$ cat src/rtl/load_mem_unit.sv
// load_mem_unit: single-outstanding RV32I load unit.
// Flow: accept a load from the load buffer, issue one read to data memory,
// wait a fixed MEM_LATENCY, extract and extend the addressed byte/half/word,
// then offer the result on the CDB until the arbiter grants it.
// Illegal funct3 values skip the memory read and report an exception.
// Optional build macro LOAD_MISALIGN_TRAP_EN: misaligned LH/LHU/LW also skip
// the read and report an exception. Without it, misaligned offsets are
// truncated (LH/LHU use addr[1], LW ignores addr[1:0]).
//
// state  | meaning
// -------+--------------------------------------------------------------
// IDLE   | no load outstanding, ready for a request
// WAIT   | read issued (or trap pending), counting down memory latency
// RESP   | result held on the CDB until cdb_grant_in
module load_mem_unit #(
  parameter int MEM_LATENCY  = 2,
  parameter int ROB_IX_WIDTH = 3
) (
  input  logic                    clk_in,
  input  logic                    rst_in,
  input  logic                    req_valid_in,
  input  logic [31:0]             req_addr_in,
  input  logic [ROB_IX_WIDTH-1:0] req_rob_ix_in,
  input  logic [2:0]              req_funct3_in,
  output logic                    req_ready_out,
  output logic                    mem_rd_en_out,
  output logic [29:0]             mem_addr_out,
  input  logic [31:0]             mem_rdata_in,
  output logic                    cdb_valid_out,
  output logic [ROB_IX_WIDTH-1:0] cdb_rob_ix_out,
  output logic [31:0]             cdb_data_out,
  output logic                    cdb_exc_out,
  input  logic                    cdb_grant_in
);

  localparam int CNT_W = (MEM_LATENCY < 1) ? 1 : $clog2(MEM_LATENCY + 1);

  typedef enum logic [1:0] {
    S_IDLE = 2'd0,
    S_WAIT = 2'd1,
    S_RESP = 2'd2
  } state_t;

  state_t                  r_state;
  logic [CNT_W-1:0]        r_cnt;
  logic [31:0]             r_addr;
  logic [ROB_IX_WIDTH-1:0] r_rob;
  logic [2:0]              r_funct3;
  logic                    r_trap;
  logic                    r_rd_en;
  logic                    r_cdb_valid;
  logic [ROB_IX_WIDTH-1:0] r_cdb_rob;
  logic [31:0]             r_cdb_data;
  logic                    r_cdb_exc;

  logic                    w_ready;
  logic                    w_accept;
  logic                    w_illegal;
  logic                    w_misalign;
  logic                    w_trap;
  logic [7:0]              w_byte;
  logic [15:0]             w_half;
  logic [31:0]             w_load_data;

  // Ready whenever idle, or when the current result is leaving this cycle.
  always_comb begin
    w_ready  = (r_state == S_IDLE) || ((r_state == S_RESP) && cdb_grant_in);
    w_accept = req_valid_in && w_ready;
  end

  // Classify the incoming request: illegal funct3 and (optionally) misaligned.
  always_comb begin
    w_illegal = (req_funct3_in == 3'b011) || (req_funct3_in == 3'b110) ||
                (req_funct3_in == 3'b111);
`ifdef LOAD_MISALIGN_TRAP_EN
    w_misalign = ((req_funct3_in[1:0] == 2'b01) && req_addr_in[0]) ||
                 ((req_funct3_in == 3'b010) && (req_addr_in[1:0] != 2'b00));
`else
    w_misalign = 1'b0;
`endif
    w_trap = w_illegal || w_misalign;
  end

  // Select and extend the addressed lane of the little-endian memory word.
  always_comb begin
    w_byte = 8'h00;
    w_half = 16'h0000;
    w_load_data = 32'h0000_0000;
    case (r_addr[1:0])
      2'b00:   w_byte = mem_rdata_in[7:0];
      2'b01:   w_byte = mem_rdata_in[15:8];
      2'b10:   w_byte = mem_rdata_in[23:16];
      default: w_byte = mem_rdata_in[31:24];
    endcase
    w_half = r_addr[1] ? mem_rdata_in[31:16] : mem_rdata_in[15:0];
    case (r_funct3)
      3'b000:  w_load_data = {{24{w_byte[7]}}, w_byte};
      3'b001:  w_load_data = {{16{w_half[15]}}, w_half};
      3'b010:  w_load_data = mem_rdata_in;
      3'b100:  w_load_data = {24'h000000, w_byte};
      3'b101:  w_load_data = {16'h0000, w_half};
      default: w_load_data = 32'h0000_0000;
    endcase
  end

  // Load FSM with registered memory strobe and CDB outputs.
  always_ff @(posedge clk_in or negedge rst_in) begin
    if (!rst_in) begin
      r_state     <= S_IDLE;
      r_cnt       <= '0;
      r_addr      <= 32'h0000_0000;
      r_rob       <= '0;
      r_funct3    <= 3'b000;
      r_trap      <= 1'b0;
      r_rd_en     <= 1'b0;
      r_cdb_valid <= 1'b0;
      r_cdb_rob   <= '0;
      r_cdb_data  <= 32'h0000_0000;
      r_cdb_exc   <= 1'b0;
    end else begin
      r_rd_en <= 1'b0;
      case (r_state)
        S_IDLE: begin
          r_state <= S_IDLE;
        end
        S_WAIT: begin
          if (r_trap) begin
            r_state     <= S_RESP;
            r_cdb_valid <= 1'b1;
            r_cdb_rob   <= r_rob;
            r_cdb_data  <= 32'h0000_0000;
            r_cdb_exc   <= 1'b1;
          end else if (r_cnt == '0) begin
            r_state     <= S_RESP;
            r_cdb_valid <= 1'b1;
            r_cdb_rob   <= r_rob;
            r_cdb_data  <= w_load_data;
            r_cdb_exc   <= 1'b0;
          end else begin
            r_cnt <= r_cnt - CNT_W'(1);
          end
        end
        S_RESP: begin
          if (cdb_grant_in) begin
            r_state     <= S_IDLE;
            r_cdb_valid <= 1'b0;
          end
        end
        default: begin
          r_state     <= S_IDLE;
          r_cdb_valid <= 1'b0;
        end
      endcase

      // An accepted request overrides the RESP->IDLE move, giving back-to-back
      // issue without an idle bubble.
      if (w_accept) begin
        r_state  <= S_WAIT;
        r_addr   <= req_addr_in;
        r_rob    <= req_rob_ix_in;
        r_funct3 <= req_funct3_in;
        r_trap   <= w_trap;
        r_rd_en  <= !w_trap;
        r_cnt    <= CNT_W'(MEM_LATENCY);
      end
    end
  end

  assign req_ready_out  = w_ready;
  assign mem_rd_en_out  = r_rd_en;
  assign mem_addr_out   = r_addr[31:2];
  assign cdb_valid_out  = r_cdb_valid;
  assign cdb_rob_ix_out = r_cdb_rob;
  assign cdb_data_out   = r_cdb_data;
  assign cdb_exc_out    = r_cdb_exc;

endmodule

$ cat config.mk
export PLATFORM = sky130hd
export DESIGN_NAME = load_mem_unit
export DESIGN_NICKNAME = d
export VERILOG_FILES = /design/src/rtl/load_mem_unit.sv
export SDC_FILE = /design/constraint.sdc
export NUM_CORES = 1
export LEC_CHECK = 0
export ABC_AREA = 0
export CORE_ASPECT_RATIO = 2
export CORE_MARGIN = 2
export CORE_UTILIZATION = 44
export DETAILED_ROUTE_END_ITERATION = 6
export GPL_TIMING_DRIVEN = 1
export PLACE_DENSITY = 0.78
export SKIP_CTS_REPAIR_TIMING = 1
export SYNTH_ARGS = -nofsm -noshare
export SYNTH_HDL_FRONTEND = slang
export SYNTH_SLANG_ARGS = --single-unit
$ cat constraint.sdc
create_clock -name clk_in -period 2 [get_ports clk_in]
set_clock_uncertainty 0.15 [all_clocks]
set_input_delay 0.4 -clock clk_in [delete_from_list [all_inputs] [get_ports clk_in]]
set_output_delay 0.4 -clock clk_in [all_outputs]
set_load 0.05 [all_outputs]
==> run metrics, run 1 <==
status complete, no violations; unrepaired setup endpoints after global routing false; Detail Placement HPWL around 7600 um; Max Clock Freq a little over 500 MHz; Peak VDD IR 983 uV; final critical-path share of the clock period 0.970; worst r2r dst cdb_data_out[15]; Via density ~5.6; die footprint approximately 9500 um2; design area between 5000 and 6000 um2; Die H roughly 140 um; ranking of synthesized cells by area dfrtp_1 53%, mux2_1 12%, buf_4 5.9%; Worst EP required about 2.1 ns; CTS root buf clkbuf_16; DRC Markers 0; post-synth top area share 0.529; IO buf count 142; Ports between 100 and 150; Final min period slightly below 2 ns; Post-synth top flop dfrtp_1; Setup crit start mem_rdata_in[15]; largest net degree at the start of global routing 40; count leader, synth dfrtp_1; critical path arrival roughly 2.0 ns; dpl ws -0.319 ns; clk_lat worst skew about 0.33 ns; leakage power ~2.5 nW; Ys Warns 0; first-pass GRT wire length around 15,000 um; sequential share of the synthesized area 0.529; Core Area about 8500 um2; Synth Net Count between 300 and 400; count of final hold-check violations 0; crit path capture type flip-flop; Setup crit end cdb_data_out[15]; total length of routed wires 10,300 um; highest routed layer met4; Starting Density 0.449; setup TNS 0 ns; vias in the first global route approximately 3,000; Hold Crit Class flip-flop to flip-flop; clock sinks ~80; Max Slew Vio Count 0; Tot GR Track Use 0.213; Unique masters post-synth 35; grt ovf 0; Final #Nets about 500; CTS H-Tree Depth 3; Worst-Margin Slew 0.465 ns; metal2 WL between 5000 and 6000 um; PD cells 1940 nW/um2; Vias roughly 3,000; n_diodes 0; drt first-iter violations between 150 and 200; largest area contributor in the netlist dfrtp_1; Detailed Routing Iterations Pass 1 4; antenna violations before repair 0; Post-synth ARST share 1.00; CTS tree built; Avg Cell Area, Syn about 13 um2; Die X 70.0 um; setup violators final 0; TritonCTS buffer count 9; Worst setup SP type input pin; post-detailed-route count of antenna-violating nets 0; Clock Path Buffers 2; Reg clk slew, reported paths approximately 0.06 ns; placer congestion estimate 0.806; Post-DP Area roughly 5100 um2; EDFF count, synth 0; Syn Inst Count about 300; Metal-1 WL about 3500 um; mapped cell area approximately 3800 um2; DR WL/cell slightly below 20 um; r2r setup slk between 0.1 and 0.15 ns; fillers 670; R2R Path Start r_addr[1]; # rows 48; Met3 Routed Length a little over 600 um; CP Max Fanout 8; flops & latches, synth between 80 and 90; max_cap viols 0; Crit Path Class input pin to flip-flop; share of layout cells above drive strength 1 0.326; Synth top cells by count 81 x dfrtp_1, 40 x mux2_1, 30 x buf_4; Area growth, synth to finish 45.8%; Setup WS post-layout approximately 0.06 ns; R2R cell count 4; slew margin rel. 0.689
report_power, final:
group	internal (mW)	leakage (nW)	switching, mW
logic	2.16	1.29	3.76
clock network	1.41	0.186	0.629
registers	2.41	1.02	0.490
total	5.97	2.49	4.88
final cells by class:
cell class                 count  area, um2  share of cell area
clock buffer                  11        253              0.0453
sequential                    81       2030               0.363
inverter                       6       22.5             0.00403
tap                          100        125              0.0224
timing repair buffer         171       1520               0.272
multi-input combinational    158       1510               0.271
clock inverter                 5        125              0.0224
per-layer routing:
layer  up-vias  global-route usage
li1       1331                   -
met1      1478               0.229
met2       141               0.381
met3        28              0.0408
met4         0               0.125
met5         -                   0
through the flow:
step	power [mW]	hold slack (ns)	utilization	instances
finish	10.9	0.333	0.655	532
global route	11.3	0.350	0.655	532
CTS	10.8	-0.175	0.647	530
detailed placement	8.77	0.182	0.603	514
global placement	8.64	0.169	0.603	514
floorplan	7.22	-0.0456	-	292
sequential cells by signal, indices dropped and copies added (netlist names):
name	flops
cdb_data_out	32
r_addr	32
cdb_exc_out	1
r_trap	1
r_state	2
r_cnt	2
r_funct3	3
cdb_valid_out	1
cdb_rob_ix_out	3
r_rob	3
mem_rd_en_out	1
logic make-up after synthesis:
kind of cell             Yosys count  share of synthesized area
buffers and inverters             54                     0.0925
adder cells (fa/ha/maj)            1                    0.00327
AND/OR/NAND/NOR                   29                     0.0451
multiplexers                      58                      0.193
AO/OA/AOI/OAI                     69                      0.137
flip-flops                        81                      0.529
cell usage in the layout, fill, tap and decap left out, types with 3 or more instances in the layout:
cell type         n
mux2_2            7
nand2_1          14
a22oi_1          16
o21ai_1          20
a221oi_1          8
clkdlybuf4s50_1  71
mux2_1           40
dfrtp_1          81
clkbuf_16         9
mux4_2            8
bufinv_16         4
inv_1             4
buf_4            94
buf_12            4
mux2i_1           3
nor2_1            3
a221o_1          16
critical path, cell delays in order:
cell	delay [ns]
clkdlybuf4s50_1	0.45
mux4_2	0.56
nor4b_4	0.19
a221oi_1	0.27
o21ai_1	0.11
worst min path at each step:
stage                          start              end  depth (start not counted)
after floorplan               rst_in  cdb_data_out[0]                          0
after global placement        rst_in       r_addr[24]                          1
after detailed placement      rst_in       r_addr[13]                          1
after CTS                     rst_in       r_addr[13]                          1
after global routing      r_addr[21]       r_addr[21]                          1
final                     r_addr[20]       r_addr[20]                          1
No activity file was read; power rests on OpenSTA's default activity.
==> run 2, diff against run 1 <==
- SETUP_SLACK_MARGIN: default -> 0.5
==> run 2 against run 1 <==
Compared with the run above:
- sequential share of layout area fell by 3.7 points
- critical path depth shrank 1
- setup slack better by 0.028 ns
- worst hold slack lost 0.0084 ns
- cell count increased by 3.9%
- sequential power rose by 3%
- combinational power rose by 23%
- largest cell class unchanged
==> run metrics, run 2 (synthesis gave the netlist of run 1 again) <==
status complete, no violations; worst-path cell chain mux4_2 -> buf_6 -> o21a_4 -> a221o_1; die footprint ~9500 um2; Reg clk slew, reported paths about 0.060 ns; clk_lat worst skew ~0.34 ns; cell count after placement between 500 and 600; Hold Crit Class input pin to flip-flop; critical path arrival roughly 2 ns; Fin Hold WS about 0.32 ns; CTS H-Tree Depth 3; Area growth, synth to finish 62.4%; unrepaired setup endpoints after global routing true; post-detailed-route count of antenna-violating nets 0; Pwr Total ~12 mW; count of final hold-check violations 0; Clock Path Buffers 2; Worst setup SP type flip-flop; Final min period 1.91 ns; Worst EP required 2.07 ns; Via density 5.75; Core Area 8530 um2; final critical-path share of the clock period 0.956; dpl ws -0.280 ns; Max Slew Vio Count 0; crit path capture type flip-flop; commonest cells after routing, fill and taps aside 89 x buf_4, 79 x dfrtp_1, 66 x clkdlybuf4s50_1; Vias 3,178; placer congestion estimate approximately 0.83; n_diodes 0; Ports 143; CP max stage cell mux4_2; share of layout cells above drive strength 1 0.523; grt ovf 0; PD cells about 1900 nW/um2; Register Area ~2000 um2; IO buf count approximately 140; CTS tree built; area of the multi-input gates about 1900 um2; Die X roughly 70 um; Setup WS post-layout ~0.088 ns; utilization after layout 0.729; Tot GR Track Use 0.216; vias in the first global route between 3,000 and 4,000; most common cell after layout, fill and taps aside buf_4; Die H between 100 and 150 um; clock sinks between 80 and 90; antenna violations before repair 0; leakage power about 2.8 nW; fillers between 500 and 600; total length of routed wires between 10,000 and 15,000 um; max_cap viols 0; Peak VDD IR ~1400 uV; Final #Nets about 520; Detail Placement HPWL slightly below 8000 um; DR WL/cell between 20 and 25 um; drt first-iter violations roughly 270; CP Max Fanout 8; Max Clock Freq 523 MHz; CTS root buf clkbuf_16; fin cells approximately 550; # rows 48; Starting Density 0.449; DRC Markers 0; TritonCTS buffer count 9; first-pass GRT wire length between 15,000 and 20,000 um; largest net degree at the start of global routing 34; Worst-Margin Slew 0.403 ns; Detailed Routing Iterations Pass 1 4; slew margin rel. 0.732; CP max stage delay between 0.5 and 0.6 ns; setup violators final 0; Crit Path Class flip-flop to flip-flop
## run 2: cell types whose count changed in the layout (fill, tap and decap cells not counted), sizes merged
cell	change
a21o	+1
clkdlybuf4s50	-5
clkinv	-2
inv	+3
buf	+16
bufinv	-4
clkbuf	+2
clkinvlp	+5
dlymetal6s2s	+5
## run 2: final timing paths
check / from / end / slack (ns) / depth (start not counted)
worst max-delay path: r_addr[1] / cdb_data_out[18] / 0.09 / 4
worst min-delay path: mem_rdata_in[23] / cdb_data_out[23] / 0.32 / 3
worst max register to register: r_addr[1] / cdb_data_out[18] / 0.09 / 4
worst min register to register: cdb_data_out[8] / cdb_data_out[8] / 0.35 / 2
max in group asynchronous: rst_in / cdb_data_out[5] / 0.77 / 3
min in group asynchronous: rst_in / r_rob[2] / 0.36 / 2
## run 2: area by class of cell
class | count | area share
clock buffer | 9 | 0.0362
clock inverter | 7 | 0.00885
inverter | 6 | 0.00402
multi-input combinational | 159 | 0.306
sequential | 81 | 0.326
tap | 100 | 0.0201
timing repair buffer | 191 | 0.299
## run 2: worst max-delay path: cells and delay by family (launching register included)
kind / cells / cell delay (ns)
DFF: 1 / 0.42
AOI/OAI and AO/OA: 2 / 0.51
buffers and inverters: 1 / 0.15
muxes: 1 / 0.56
## run 2: stage by stage
stage	TNS [ns]	area, um2
final	0	6220
after global routing	0	6220
after CTS	-3.79	5610
after detailed placement	-12.19	5330
after global placement	-10.27	5330
after floorplan	0	4030
## run 2: where the power goes
part           leakage, nW  internal (mW)  switching, mW
Clock                0.121          0.848          0.699
Sequential            1.01           2.41          0.569
Combinational         1.70           3.04           4.21
Total                 2.84           6.30           5.48
## run 2: metal layers
metal / global-route usage / wire, um
met1: 0.228 / 4160
met2: 0.388 / 7000
met3: 0.0423 / 736
met4: 0.137 / 586
met5: 0 / 0
==> run 3, diff against run 2 <==
- CAP_MARGIN: default -> 10
==> results of run 3 <==
Same layout as run 2: the final DEF is identical, and so are final timing and power.
==> patch: new RTL, settings of run 2 <==
Reset style: synchronous (`rst_in`), changed in one clocked block.
--- a/src/rtl/load_mem_unit.sv
+++ b/src/rtl/load_mem_unit.sv
@@ -105,5 +105,5 @@
 
   // Load FSM with registered memory strobe and CDB outputs.
-  always_ff @(posedge clk_in or negedge rst_in) begin
+  always_ff @(posedge clk_in) begin
     if (!rst_in) begin
       r_state     <= S_IDLE;
Function: differs if rst_in is asserted again (counterexample within 4 cycles, from zero or initial values and one cycle with rst_in low); with rst_in held inactive, the same outputs for 10 cycles.
==> patch against run 2 <==
  * Area after synthesis fell by 2.5%
  * Routed wire length is 9.2% lower
  * Setup slack improved by 37 ps
  * Final area fell by 9.2%
  * Non-clock buffer count fell by 5
  * Sequential cell count stayed put
  * Critical endpoint is now cdb_data_out[0]
  * Highest routed layer unchanged
Power is not compared: it rests on default switching activity, and its combinational part moved more than twofold at a synthesized area within 25%.
==> patch: results (changes against run 2) <==
* Area fraction in compound gates after synthesis at 24.7% (+11 points)
* DR iter-0 viols at 284 (+6.8%)
* Setup WS pre-CTS at -205 ps (+74.7 ps)
* Worst slew margin at 52.4% (-21 points)
* Worst path top cell family by delay: buffers and inverters
* Clock buf/inv share at 5.52% (+1.0 points)
* FFs w/ async S/R, synth at 0% (-100 points)
* Max stage delay cell, worst path: a222oi_1
* Multi-input gates at 284 (+79%)
* GRT Total Usage at 22.9% (+1.2 points)
* CP Launch Point: mem_rdata_in[8]
* Logic inverters at 1 (-5)
* Largest net degree at the start of global routing at 41 (+21%)
* Placed cell count at 634 (+23%)
* Layout cells sized above 1 at 30.1% (-22 points)
* Hold Path Origin: cdb_data_out[1]
* Multi-input logic area at 1850 um2 (-2.6%)
* Adder-cell share of the synthesized area at 0% (-0.33 points)
* XOR/XNOR share of the synthesized area at 0.235% (+0.23 points)
* Dpl cell area at 5000 um2 (-6.1%)
* Area contributors post-synth: dfxtp_1, nand2_1, a21boi_0, buf_4, a22oi_1
* Status: completed
* Mapped Cells at 428 (+47%)
* Count of plain and timing-repair buffers at 186 (-2.6%)
* Placer Congestion at 0.899 (+8.2%)
* Sequential fraction of the synthesis area at 43.4% (-9.5 points)
* Final worst-path cycle share at 93.8% (-1.8 points)
* Post-synth top cells: nand2_1, dfxtp_1, a21boi_0
* Mux contribution to synthesized area at 4.82% (-14 points)
## patch: cell types whose count changed after synthesis, sizes merged, moves of 7 or more
cell / change
a221oi: -7
dfxtp: +81
a21boi: +45
nand2: +93
clkbuf: +13
mux2: -38
a21oi: +8
a22oi: +11
a221o: -16
a21o: +7
dfrtp: -81
## patch: worst register-to-register path: stages, from the launching register on
cell      delay (ps)
dfxtp_4          360
buf_12           120
mux2_4           300
a222oi_1         560
buf_4            210
o21ai_1           50
## patch: worst min-delay path by stage
stage / to / slack, ps / cells after the start
CTS: cdb_data_out[4] / 300 / 2
global placement: cdb_data_out[4] / 280 / 2
global route: cdb_data_out[1] / 310 / 2
finish: cdb_data_out[1] / 300 / 2
floorplan: r_rob[0] / 290 / 2
detailed placement: cdb_data_out[4] / 290 / 2
## patch: metal layers
layer / GRT usage, % / wire [um]
met5: 0 / 0
met4: 13.0 / 466
met3: 6.76 / 691
met2: 41.3 / 6200
met1: 22.9 / 3960
